$ cat config.mk
export PLATFORM = sky130hd
export DESIGN_NAME = register_file
export DESIGN_NICKNAME = d
export VERILOG_FILES = /design/src/rtl/register_file.sv
export SDC_FILE = /design/constraint.sdc
export NUM_CORES = 2
export LEC_CHECK = 0
export BUFFER_PORTS_ARGS = -buffer_cell sky130_fd_sc_hd__buf_2
export CELL_PAD_IN_SITES_DETAIL_PLACEMENT = 0
export CELL_PAD_IN_SITES_GLOBAL_PLACEMENT = 2
export CORE_MARGIN = 5
export CORE_UTILIZATION = 50
export DETAILED_ROUTE_END_ITERATION = 6
export PLACE_DENSITY_LB_ADDON = 0.1
export REMOVE_ABC_BUFFERS = 1
export SYNTH_ARGS = -nofsm -noshare
export SYNTH_HDL_FRONTEND = slang
export SYNTH_SLANG_ARGS = --single-unit
$ cat constraint.sdc
create_clock -name clk -period 146.8 [get_ports clk]
set_clock_uncertainty 0.2 [all_clocks]
set_input_delay 14.68 -clock clk [delete_from_list [all_inputs] [get_ports clk]]
set_output_delay 14.68 -clock clk [all_outputs]
set_load 0.02 [all_outputs]
$ cat src/rtl/register_file.sv
// 32 x 32-bit MIPS general-purpose register file with two combinational operand
// read ports, optional write-to-read bypass, a registered debug port and a write counter.
module register_file #(
  parameter int DATA_W      = 32,
  parameter int ADDR_W      = 5,
  parameter int WRITE_FIRST = 1
) (
  input  logic              clk,
  input  logic              rst,
  input  logic              RegWrite_in,
  input  logic [ADDR_W-1:0] write_reg,
  input  logic [DATA_W-1:0] write_data,
  input  logic [ADDR_W-1:0] read_reg1,
  input  logic [ADDR_W-1:0] read_reg2,
  output logic [DATA_W-1:0] read_data1,
  output logic [DATA_W-1:0] read_data2,
  input  logic [ADDR_W-1:0] dbg_reg,
  output logic [DATA_W-1:0] dbg_data,
  output logic [15:0]       wr_count
);

  localparam int DEPTH = 2 ** ADDR_W;

  logic [DATA_W-1:0] regs_reg [DEPTH];
  logic [DATA_W-1:0] dbg_data_reg;
  logic [15:0]       wr_count_reg;
  logic              wr_en;

  // r0 is never a legal destination, so it keeps its reset value of zero.
  assign wr_en = RegWrite_in && (write_reg != '0);

  // Every entry needs an asynchronous clear, so the array is built from flops.
  always_ff @(posedge clk or posedge rst) begin
    if (rst) begin
      for (int i = 0; i < DEPTH; i++) begin
        regs_reg[i] <= '0;
      end
    end else if (wr_en) begin
      regs_reg[write_reg] <= write_data;
    end
  end

  always_ff @(posedge clk or posedge rst) begin
    if (rst) begin
      wr_count_reg <= '0;
      dbg_data_reg <= '0;
    end else begin
      if (wr_en) begin
        wr_count_reg <= wr_count_reg + 16'd1;
      end
      dbg_data_reg <= regs_reg[dbg_reg];
    end
  end

  logic [ADDR_W-1:0] rd_idx  [2];
  logic [DATA_W-1:0] rd_data [2];

  assign rd_idx[0] = read_reg1;
  assign rd_idx[1] = read_reg2;

  // Each read port resolves independently; wr_en already excludes r0 from the bypass.
  generate
    for (genvar gi = 0; gi < 2; gi++) begin : gen_rd_port
      assign rd_data[gi] = rst ? '0 :
                           ((WRITE_FIRST != 0) && wr_en && (write_reg == rd_idx[gi])) ? write_data :
                           regs_reg[rd_idx[gi]];
    end
  endgenerate

  assign read_data1 = rd_data[0];
  assign read_data2 = rd_data[1];
  assign dbg_data   = dbg_data_reg;
  assign wr_count   = wr_count_reg;

endmodule

=== Word level (Yosys, flattened, before mapping) ===
Index checks and enable logic that the tools add are counted.
Widths: inputs -> output; s select.

* Flip-flop bits (word level): 1072
* Bits in latches: 0
* RAM bits: 0
* Memory bits (read-only): 0
* Bits of input ports: 55
* Output and inout port bits: 112
* Memories kept: 0

* Add/sub/neg operators: 1
* Multiply operators: 0
* Div/mod/pow operators: 0
* Order comparisons: 5
* Equality and inequality tests: 2
* Shift operators: 0
* Multiplexer cells: 16
* Bitwise logic cells: 4
* Reduce and logical (&&, ||, !) cells: 5

{| class="wikitable"
|+ Operators with widths
! kind !! count
|-
| $bwmux 1024 || 1
|-
| $bmux 32 s5 || 3
|-
| $mux 32 || 11
|-
| $demux 32 s5 || 1
|-
| $ge 6x6->1 const B || 4
|-
| $not 5->6 || 4
|-
| $add 16x1->16 const B || 1
|-
| $eq 5x5->1 || 2
|-
| $lt 6x1->1 const B || 1
|-
| $reduce_bool 5->1 || 1
|-
| $logic_and 1x1->1 || 4
|}

=== Longest topological paths before layout ===
* Depth in word-level cells: 6
* Gate-level depth with buffers: 9
* Gate-level depth less buffers: 5

=== Worst setup path before layout ===
No wires, ideal clock.

* Path kind: input to output
* Start point: input port rst
* End point: output port read_data1[10]
* Arrival: 50687 ps
* Setup slack: 81233 ps
* Stages on the path: 4
* Path buffers: 2
* Cell sequence: clkbuf_1 clkinv_1 clkbuf_1 o221a_2

* Word-level cells in the longest chain between the ends: 1

{| class="wikitable"
|+ RTL lines
! element !! RTL line !! source
|-
| start, declared || 9 || <nowiki>input logic rst,</nowiki>
|-
| $mux 32 || 64 || <nowiki>assign rd_data[gi] = rst ? '0 :</nowiki>
|-
| end, declared || 15 || <nowiki>output logic [DATA_W-1:0] read_data1,</nowiki>
|}

No other way between the ends.

=== Worst setup path after layout ===
* Start point: input port read_reg1[0]
* End point: output port read_data1[22]

* Word-level cells in the longest chain between the ends: 6

{| class="wikitable"
|+ RTL lines
! element !! RTL line !! source
|-
| start, declared || 13 || <nowiki>input logic [ADDR_W-1:0] read_reg1,</nowiki>
|-
| $not 5->6 (implied by the code) || 66 || <nowiki>regs_reg[rd_idx[gi]];</nowiki>
|-
| $bmux 32 s5 || 66 ||
|-
| $mux 32 (implied by the code) (2 in a row) || 66 ||
|-
| $mux 32 (*) || 65 || <nowiki>((WRITE_FIRST != 0) && wr_en && (write_reg == rd_idx[gi])) ? write_data :</nowiki>
|-
| $mux 32 (*) || 64 ||
|}

Mark *: on every way between the ends. The rest lies on a longest branch, timed or not. The select of a mux whose other input is x is not followed.

==> results.md <==
* Final WS setup at 112.71 ns
* CP arrival at 19.21 ns
* Share of cells above drive strength 1 at 44.3%
* Max stage delay on crit path at 0.78 ns
* CP Data Required Time at 131.92 ns
* Power per cell area at 13.5 mW/mm2
* Synth top area share at 41.0%
* Final TNS setup at 0 ns
* Post-CTS setup buffers at 0
* Top cell type by total area after synthesis: dfrtp_1
* Number of hold buffers added after CTS at 0
* Pre-CTS setup slack at 112.69 ns
* Post-CTS sizing at 0
* WP buf/inv at 5
* Maxcap violations at 0
* Wirelength per Cell at 37.2 um
* Peak supply drop at 11.8 uV
* Number of flops mapped to enable cells by yosys at 0
* Core region area at 0.130 mm2
* Mapped Avg Cell Area at 13.9 um2
* Total power at 970 uW
* Leak at 0.0309 uW
* Max-slew headroom at 16.4%
* Max reg flops at 1024
* Vias in the first global route at 46000
* Placed cells at 6159
* CTS buffer count at 130
* Crit path top cell by count: buf_4
* Die area at 0.138 mm2
* Detailed-route via count at 45900
* H-tree Lvls at 4
* Synth Register Bits at 1072
* GR Overflow Total at 0
* Syn. warnings at 0
* Skew-Pair Late Insertion Delay at 0.78 ns
* Starting Density at 50.4%
* Die Y at 372 um
* Crit path max fanout at 54
* Clock transition at path regs at 0.05 ns
* Detailed Route Iter0 Violations at 4978
* First-pass GRT wire length at 342000 um
* Register area share after synthesis at 41.0%
* Post-Synthesis Cells at 4699
* Nets@finish at 4605
* # fillers at 10800
* Final Max Slew Viols at 0
* I/O pins at 167
* CTS tree: done
* Fmax at 0.0293 GHz
* Clock tree buffer depth at 3
* Dpl hpwl at 130000 um
* Yosys cell types at 59
* Std cell rows at 132
* Final Non-Filler Cells at 6390
* Status: complete, no violations
* Vias per cell at 7.19
* Actual slew at the worst max-slew pin at 1.25 ns
* Worst path cell trace: buf_8 > buf_4 > buf_4 > buf_4 > mux2i_1 > a221oi_1 > a21oi_1 > o32a_1 > a211oi_1 > buf_2
* Worst Hold Class: reg2reg
* Drt drc at 0
* Largest net degree at the start of global routing at 118
* Clock tree sinks at 1072
* CP delay by family, top: buffers and inverters
* CTS root buf: clkbuf_16
* Startpoint types: input pin
* Top cells by area, synth: dfrtp_1 41%, mux4_2 21%, mux2_2 16%
* # setup viols final at 0
* WS Path Type: in2out
* Final min period at 34.09 ns
* Synth Cell Area at 0.0654 mm2
* Gr usage total at 34.4%
* Initial antenna violation count at 8
* Period utilisation layout at 23.2%
* Commonest non-fill, non-tap cell in the layout: dfrtp_1
* Primary FF master, synth: dfrtp_1
* RSZ-0062 raised after global routing: no
* ANT nets after route at 0
* IO buf count at 166
* Ys async rst share at 100%
* DRT Pass-1 Iters at 6
* Gp weighted congestion at 0.822
* Area delta synth->final at 9.60%
* Commonest non-fill, non-tap cells in the layout: 1072 x dfrtp_1, 910 x mux2_2, 596 x mux4_2, 480 x mux2i_1, 183 x a221oi_1
* WL final at 238000 um
* Die X at 372 um
* Slowest cell on crit path: buf_4
* Final hold viol count at 0
* CP Capture Type: output port
## metrics by stage
stage | cell area, um2 | utilization [%] | hold slack, ns
finish | 71700 | 55.2 | 0.218
global placement | 67200 | 51.8 | 0.197
detailed placement | 67200 | 51.8 | 0.204
CTS | 71700 | 55.2 | 0.217
global route | 71700 | 55.2 | 0.235
floorplan | 62900 | - | 0.181
## cells by family (layout without fill, tap and decap cells)
logic type                 after synthesis  after routing  share of synthesized area, %
buffers and inverters                  568            515                          3.82
DFF                                   1072           1072                          41.0
muxes                                 2074           2074                          45.1
xor gates and xnor gates                25             25                         0.335
AOI/OAI and AO/OA                      616            616                          7.18
and+or+nand+nor                        343            343                          2.57
adders and majority gates                1              1                        0.0191
other                                    0              2                             0
## power by group
part | internal [uW] | switching, uW
Clock | 207 | 132
Combinational | 126 | 98.0
Sequential | 352 | 54.5
Total | 685 | 285
## per-layer routing
layer	track usage (%)	vias up	routed length [um]
li1	-	18300	-
met1	48.9	24700	98100
met2	53.5	2406	109000
met3	6.36	492	20600
met4	12.4	4	9650
met5	0.142	-	28
## worst paths after layout
path	from	endpoint	slack (ns)	cells past startpoint
worst max-delay path	read_reg1[0]	read_data1[22]	112.71	10
worst min-delay path	regs_reg[1009]$_DFFE_PP0P_	regs_reg[1009]$_DFFE_PP0P_	0.22	0
worst max register to register	regs_reg[404]$_DFFE_PP0P_	dbg_data[20]$_DFF_PP0_	144.70	3
worst min register to register	regs_reg[1009]$_DFFE_PP0P_	regs_reg[1009]$_DFFE_PP0P_	0.22	0
max in group asynchronous	rst	regs_reg[519]$_DFFE_PP0P_	129.38	5
min in group asynchronous	rst	regs_reg[540]$_DFFE_PP0P_	14.01	2
## synth_stat cells (all sizes together) (10+ instances only)
cell type and n:
or2 10, o221a 12, mux2 998, o32a 15
a21oi 67, o31ai 27, a21o 10, a211oi 37
nand2b 39, nand2 81, o21ai 87, nor2 108
a221o 49, o22ai 25, xnor2 24, buf 165
a21boi 10, mux4 596, nand3 17, dfrtp 1072
a221oi 183, clkbuf 393, mux2i 480, a31oi 10
a22oi 36, a311oi 17, nor3 33, nand3b 19
## cell type report
| class | count | area, um2 | area share (%) |
|---|---|---|---|
| clock inverter | 38 | 520 | 0.726 |
| sequential | 1072 | 26800 | 37.4 |
| inverter | 10 | 50.0 | 0.0698 |
| timing repair buffer | 276 | 1810 | 2.52 |
| tap | 1742 | 2180 | 3.04 |
| antenna | 2 | 5.00 | 0.00698 |
| clock buffer | 191 | 3940 | 5.50 |
| multi-input combinational | 3059 | 36300 | 50.7 |
Note: power is estimated with default switching activity, not from simulation.
